File: config.mk
export PLATFORM = sky130hd
export DESIGN_NAME = mmio_port_unit
export DESIGN_NICKNAME = d
export VERILOG_FILES = /design/src/rtl/mmio_port_unit.sv
export SDC_FILE = /design/constraint.sdc
export NUM_CORES = 1
export LEC_CHECK = 0
export BUFFER_PORTS_ARGS = -buffer_cell sky130_fd_sc_hd__buf_2
export CAP_MARGIN = 30
export CORE_ASPECT_RATIO = 0.6
export CORE_MARGIN = 3
export CORE_UTILIZATION = 50
export CTS_BUF_LIST = sky130_fd_sc_hd__clkbuf_2
export DETAILED_ROUTE_END_ITERATION = 12
export PLACE_DENSITY = 0.95
export SETUP_SLACK_MARGIN = 0.3
export SLEW_MARGIN = 0
export SYNTH_ARGS = -nofsm -noshare
export SYNTH_HDL_FRONTEND = slang
export SYNTH_SLANG_ARGS = --single-unit
File: constraint.sdc
create_clock -name clk -period 2.2 [get_ports clk]
set_input_delay 0.33 -clock clk [delete_from_list [all_inputs] [get_ports clk]]
set_output_delay 0.33 -clock clk [all_outputs]
set_load 0.05 [all_outputs]
File: src/rtl/mmio_port_unit.sv
// Memory-mapped I/O port unit: 64-byte register window, registered PortOut,
// synchronised PortIn with change events. Define MMIO_IRQ_EN to add CTRL.IE and the IRQ output.
module mmio_port_unit #(
  parameter logic [31:0] IO_BASE      = 32'hFFFF_0000,
  parameter int          PORTIN_WIDTH = 8,
  parameter int          CNT_WIDTH    = 8
) (
  input  logic                    clk,
  input  logic                    reset,
  input  logic [31:0]             Address,
  input  logic [31:0]             WriteData,
  input  logic                    MemWrite,
  input  logic                    MemRead,
  input  logic [PORTIN_WIDTH-1:0] PortIn,
`ifdef MMIO_IRQ_EN
  output logic                    IRQ,
`endif
  output logic                    Hit,
  output logic [31:0]             ReadData,
  output logic [31:0]             PortOut
);

  localparam logic [3:0] OFF_OUT    = 4'd0;
  localparam logic [3:0] OFF_IN     = 4'd1;
  localparam logic [3:0] OFF_STATUS = 4'd2;
  localparam logic [3:0] OFF_SET    = 4'd3;
  localparam logic [3:0] OFF_CLR    = 4'd4;
  localparam logic [3:0] OFF_CTRL   = 4'd5;

  localparam logic [CNT_WIDTH-1:0] CNT_ONE = CNT_WIDTH'(1);
  localparam logic [CNT_WIDTH-1:0] CNT_MAX = '1;

  typedef enum logic [1:0] {PRIME0, PRIME1, RUN} state_t;

  state_t                  state_q, state_d;
  logic [31:0]             out_q, out_d;
  logic [PORTIN_WIDTH-1:0] sync1_q, sync2_q, prev_q, prev_d;
  logic                    pend_q, pend_d;
  logic                    ovf_q, ovf_d;
  logic [CNT_WIDTH-1:0]    cnt_q, cnt_d;

  logic        wr_en;
  logic [3:0]  word_off;
  logic        change;
  logic        clr_pend;
  logic        clr_ovf;
  logic [31:0] status_word;
  logic [31:0] in_word;
  logic        unused_addr_bits;

`ifdef MMIO_IRQ_EN
  logic ie_q, ie_d;
  logic irq_q, irq_d;
`endif

  assign Hit              = (Address[31:6] == IO_BASE[31:6]);
  assign word_off         = Address[5:2];
  assign wr_en            = Hit & MemWrite;
  assign unused_addr_bits = ^Address[1:0];
  assign change           = (sync2_q != prev_q) && (state_q == RUN);
  assign clr_pend         = wr_en && (word_off == OFF_STATUS) && WriteData[0];
  assign clr_ovf          = wr_en && (word_off == OFF_STATUS) && WriteData[1];
  assign PortOut          = out_q;

  always_comb begin
    state_d = state_q;
    case (state_q)
      PRIME0:  state_d = PRIME1;
      PRIME1:  state_d = RUN;
      RUN:     state_d = RUN;
      default: state_d = PRIME0;
    endcase
  end

  // While priming, prev follows the value sync2 is about to take, so whatever
  // PortIn held at reset release is the baseline rather than an event.
  assign prev_d = (state_q == RUN) ? sync2_q : sync1_q;

  always_comb begin
    out_d = out_q;
    if (wr_en) begin
      case (word_off)
        OFF_OUT: out_d = WriteData;
        OFF_SET: out_d = out_q | WriteData;
        OFF_CLR: out_d = out_q & ~WriteData;
        default: out_d = out_q;
      endcase
    end
  end

  // A change in the same cycle as a W1C wins: the new event is counted from zero.
  always_comb begin
    pend_d = pend_q;
    ovf_d  = ovf_q;
    cnt_d  = cnt_q;
    if (clr_pend) begin
      pend_d = 1'b0;
      cnt_d  = '0;
    end
    if (clr_ovf) begin
      ovf_d = 1'b0;
    end
    if (change) begin
      pend_d = 1'b1;
      if (pend_q) begin
        ovf_d = 1'b1;
      end
      if (clr_pend) begin
        cnt_d = CNT_ONE;
      end else if (cnt_q != CNT_MAX) begin
        cnt_d = cnt_q + CNT_ONE;
      end
    end
  end

`ifdef MMIO_IRQ_EN
  always_comb begin
    ie_d = ie_q;
    if (wr_en && (word_off == OFF_CTRL)) begin
      ie_d = WriteData[0];
    end
    irq_d = ie_q & (pend_q | pend_d);
  end
  assign IRQ = irq_q;
`endif

  always_comb begin
    status_word                   = '0;
    status_word[0]                = pend_q;
    status_word[1]                = ovf_q;
    status_word[8 +: CNT_WIDTH]   = cnt_q;
    in_word                       = '0;
    in_word[PORTIN_WIDTH-1:0]     = sync2_q;
    ReadData                      = '0;
    if (Hit && MemRead) begin
      case (word_off)
        OFF_OUT:    ReadData = out_q;
        OFF_IN:     ReadData = in_word;
        OFF_STATUS: ReadData = status_word;
`ifdef MMIO_IRQ_EN
        OFF_CTRL:   ReadData = {31'd0, ie_q};
`endif
        default:    ReadData = '0;
      endcase
    end
  end

  always_ff @(posedge clk) begin
    if (!reset) begin
      state_q <= PRIME0;
      out_q   <= '0;
      sync1_q <= '0;
      sync2_q <= '0;
      prev_q  <= '0;
      pend_q  <= 1'b0;
      ovf_q   <= 1'b0;
      cnt_q   <= '0;
`ifdef MMIO_IRQ_EN
      ie_q    <= 1'b0;
      irq_q   <= 1'b0;
`endif
    end else begin
      state_q <= state_d;
      out_q   <= out_d;
      sync1_q <= PortIn;
      sync2_q <= sync1_q;
      prev_q  <= prev_d;
      pend_q  <= pend_d;
      ovf_q   <= ovf_d;
      cnt_q   <= cnt_d;
`ifdef MMIO_IRQ_EN
      ie_q    <= ie_d;
      irq_q   <= irq_d;
`endif
    end
  end

endmodule

### Yosys cells after proc, flatten, opt, wreduce, memory -nomap -nowiden

Cells that the tools add are included.

| cells by class | value |
|---|---|
| mux-type cells | 14 |
| equal/unequal tests | 9 |
| add/subtract/negate cells | 1 |
| reductions and logical operators | 11 |
| bitwise gates (word level) | 4 |

Operator list:

| cell | count |
|---|---|
| $pmux W32 S3 | 2 |
| $mux W8 | 5 |
| $and A32 B32 Y32 | 1 |
| $mux W32 | 1 |
| $not A32 Y32 | 1 |
| $or A32 B32 Y32 | 1 |
| $eq A26 B26 Y1 const B | 1 |
| $add A8 B1 Y8 const B | 1 |
| $eq A4 B2 Y1 const B | 2 |
| $ne A8 B8 Y1 | 1 |
| $ne A8 B8 Y1 const B | 1 |
| $logic_and A1 B1 Y1 | 5 |
| $mux W1 | 5 |
| $eq A4 B1 Y1 const B | 1 |
| $eq A4 B3 Y1 const B | 1 |
| $logic_not A4 Y1 | 1 |
| $pmux W2 S2 | 1 |
| $reduce_bool A3 Y1 | 1 |
| $eq A2 B1 Y1 const B | 1 |
| $eq A2 B2 Y1 const B | 1 |
| $logic_not A2 Y1 | 1 |
| $reduce_and A2 Y1 | 1 |
| $reduce_bool A2 Y1 | 1 |
| $reduce_or A2 Y1 | 1 |
| $and A1 B1 Y1 | 1 |

| storage, ports and cells | value |
|---|---|
| output and inout port bits | 65 |
| register bits | 68 |
| input port bits | 76 |

### Depth between registers and ports, before layout

| depth | value |
|---|---|
| depth after elaboration | 8 |
| mapped depth | 8 |

### Least setup slack after synthesis

OpenSTA, ideal clock, no wires.

| timing path | value |
|---|---|
| path type | input to output |
| from | in Address[7] |
| to | out ReadData[10] |
| setup slack | -701 ps |
| required time | 1870 ps |
| stages | 6 |
| arrival | 2571 ps |
| cell sequence | nor4b_2 -> nand4b_2 -> nor2_2 -> nand4_1 -> buf_2 -> nor2_1 |

| between the ends | value |
|---|---|
| word-level cells in the longest chain between the ends | 3 |

Ends and longest elaborated chain:

| element | line | text |
|---|---|---|
| start: declaration | 10 | `input logic [31:0] Address,` |
| $eq A26 B26 Y1 | 56 | `assign Hit = (Address[31:6] == IO_BASE[31:6]);` |
| named net Hit | 18 | `output logic Hit,` |
| $logic_and A1 B1 Y1 | 135 | `if (Hit && MemRead) begin` |
| $mux W32 | 135 |  |
| end: declaration | 19 | `output logic [31:0] ReadData,` |

The timed path passes the listed nets, and every way through them passes these cells.

### Final worst setup path

| timing path | value |
|---|---|
| from | in Address[11] |
| to | out ReadData[15] |

| between the ends | value |
|---|---|
| word-level cells in the longest chain between the ends | 3 |

Ends and longest elaborated chain:

| element | line |
|---|---|
| $eq A26 B26 Y1 | 56 |
| $logic_and A1 B1 Y1 | 135 |
| $mux W32 | 135 |

Every way passes these cells.

==> flow_metrics.tcl <==
set metrics [dict create \
    grt_start_max_net_pins 28 \
    rsz0062_at_grt "true" \
    hold_slack_ns 0.04194 \
    synth_top_cell_by_area "dfxtp_1" \
    ys_seq_elements 68 \
    fin_ws_ns 0.07733 \
    die_area_sq_um 7875 \
    pwr-share-comb 0.135 \
    p_sw_frac 0.2796 \
    syn_nets 449 \
    cts_tree "built" \
    chipHeight_microns 69.95 \
    clock_power_share 0.348 \
    avgSynthCellArea_sq_um 9.212 \
    drc 0 \
    grt-ovfl-total 0 \
    cts-root-buf "clkbuf_2" \
    cp-end-kind "output port" \
    finalSetupViolations 0 \
    vias 3700 \
    crit_path_max_incr_delay_ns 0.35 \
    core-area_sq_um 6359 \
    place_congestion 0.8880 \
    ioPinCount 141 \
    skew_ns 0.04469 \
    arrival_ns 1.79 \
    max_freq_mhz 471.1 \
    cts_made_buffers 9 \
    outcome "complete, no violations" \
    die_w_microns 112.6 \
    post-route-period-util 0.9648 \
    clock_latency_ns 0.52 \
    crit_chain "buf_6 > nor4b_4 > nand4b_4 > nor2_4 > nand4_1 > buf_6 > buf_12 > nor2_4 > buf_6" \
    cts.sinks 68 \
    powerDensity_nw_per_um2 502.3 \
    portBuffers 138 \
    h-tree-depth 3 \
    synth_area_sq_um 3408 \
    yosys.cell_types.count 48 \
    clockBufferDepth 2 \
    synth.area.top_cells "dfxtp_1, a22o_1, and2_1, and2_2, o21ai_1" \
    worst_slew_pin_slew_ns 0.4273 \
    detail-route-antenna-nets 0 \
    final_cell_mix "buf_2, dfxtp_1, a22o_1, buf_4, o21ai_1" \
    grt_pass1_wl_microns 16960 \
    start_util 0.5360 \
    viasPerCell 5.873 \
    post-route-min-period_ns 2.123 \
    path_class "primary input to output port" \
    synth_seq_area_share 0.3994 \
    p_leak_nw 2.177 \
    layout_commonest_cell "buf_2" \
    maxSlewHeadroom 0.7129 \
    crit_path_max_fanout 8 \
    hp-class "primary input to register" \
    drt-pass1-iter-count 6 \
    p_switching_mw 0.7058 \
    final_nets 619 \
    first_iter_violations 381 \
    rows 22 \
    wl_per_cell_microns 18.37 \
    synth_top_area_share 0.3994 \
    maxCapViolCount 0 \
    slowest_stage "nor4b_4" \
    wl_microns 11570 \
    worstSetupStartpointType "primary input" \
    dpl_worst_slack_ns -0.08991 \
    finalHoldViolations 0 \
    seqPwrFrac 0.517 \
    dp_hpwl_microns 7186 \
    antenna_found_initial 1 \
    clk_pin_slew_ns 0.20 \
    p_int_mw 1.818 \
    slew_violations 0 \
    area_growth_pct 47.43 \
    crit_top_cell "buf_6" \
    grt_pass1_vias 3537 \
    track_usage 0.2652 \
    drive_gt1_frac 0.4514 \
    finalSetupTns_ns 0 \
    cp.required_ns 1.87 \
    syn_inst 370 \
    ir_drop_uv 299.9 \
    yosys_warnings 0 \
]
registers in the layout, summed over array words and instances (netlist names):
| name | flops |
|---|---|
| cnt_q | 8 |
| sync2_q | 8 |
| pend_q | 1 |
| state_q | 2 |
| ovf_q | 1 |
| PortOut | 32 |
| prev_q | 8 |
| sync1_q | 8 |
power by group through the flow:
stage	Sequential (mW)	Combinational (mW)	Clock [mW]
after floorplan	1.31	0.148	0
after CTS	1.30	0.283	0.867
after global placement	1.32	0.256	0
after global routing	1.31	0.363	0.939
after detailed placement	1.32	0.270	0
final	1.30	0.341	0.879
path summary, 6_finish.rpt:
path | start | end | slack, ns | cells after the start
worst max-delay path | Address[11] | ReadData[15] | 0.08 | 9
worst min-delay path | WriteData[30] | PortOut[30] | 0.04 | 2
worst max register to register | cnt_q[0] | cnt_q[2] | 0.45 | 6
worst min register to register | sync1_q[0] | sync2_q[0] | 0.48 | 1
cells in the mapped netlist, drive strengths merged:
library cell / n
dfxtp: 68
a211o: 1
a211oi: 3
nor4: 5
nand4b: 1
xnor2: 8
a311oi: 1
nor4b: 4
o21ai: 34
nand2b: 2
o21a: 2
nand2: 8
nor2b: 1
nor2: 32
o22ai: 1
ha: 3
and2: 66
a31o: 1
o31ai: 3
nand4: 6
a22oi: 14
a22o: 32
nand3: 4
buf: 12
or4: 2
o21bai: 1
and3b: 1
and3: 5
or2: 1
a21oi: 9
inv: 8
nor3: 2
mux2i: 10
and4: 4
a31oi: 2
clkbuf: 13
critical path, delay by kind of cell:
kind,cells,cell delay (ns)
buf+inv,4,0.57
simple gates,5,0.89
area by class of cell:
cell class / count / area, sq um
Antenna cell: 1 / 2.502
Clock buffer: 9 / 45.04
Clock inverter: 7 / 100.1
Fill cell: 393 / 1334
Inverter: 8 / 30.03
Multi-Input combinational cell: 269 / 2058
Sequential cell: 68 / 1363
Tap cell: 84 / 105.1
Timing Repair Buffer: 184 / 1321
through the flow:
step                      power [mW]    util  cells  cell area, sq um
after global placement         1.576  0.6828    583              4342
after global routing           2.611  0.7902    630              5025
after detailed placement       1.595  0.6828    583              4342
after CTS                      2.450  0.7497    606              4767
after floorplan                1.463       -    370              3577
final                          2.524  0.7902    630              5025
timing repair:
action	in CTS	in global routing
hold endpoints to repair	4	22
hold buffers	4	22
gates resized for setup	61	8
setup endpoints to repair	32	40
setup buffers	2	1
gates cloned	1	0
pin swaps	10	5
cell families (layout without fill, tap and decap cells):
logic type | Yosys count | count (layout) | synth area share
AND/OR/NAND/NOR | 144 | 144 | 0.2717
AO/OA/AOI/OAI | 104 | 104 | 0.2092
flip-flops | 68 | 68 | 0.3994
buffers and inverters | 33 | 208 | 0.05873
multiplexers | 10 | 10 | 0.02937
XOR/XNOR | 8 | 8 | 0.02056
adder cells (fa/ha/maj) | 3 | 3 | 0.01101
other | 0 | 1 | 0
layer usage:
metal,track usage,vias up,wire length (microns)
met2,0.4370,233,5492
met1,0.3346,1746,4763
met3,0.07792,48,1017
li1,-,1673,-
met5,0,-,0
met4,0.08267,0,298
No activity file was read; power rests on OpenSTA's default activity.
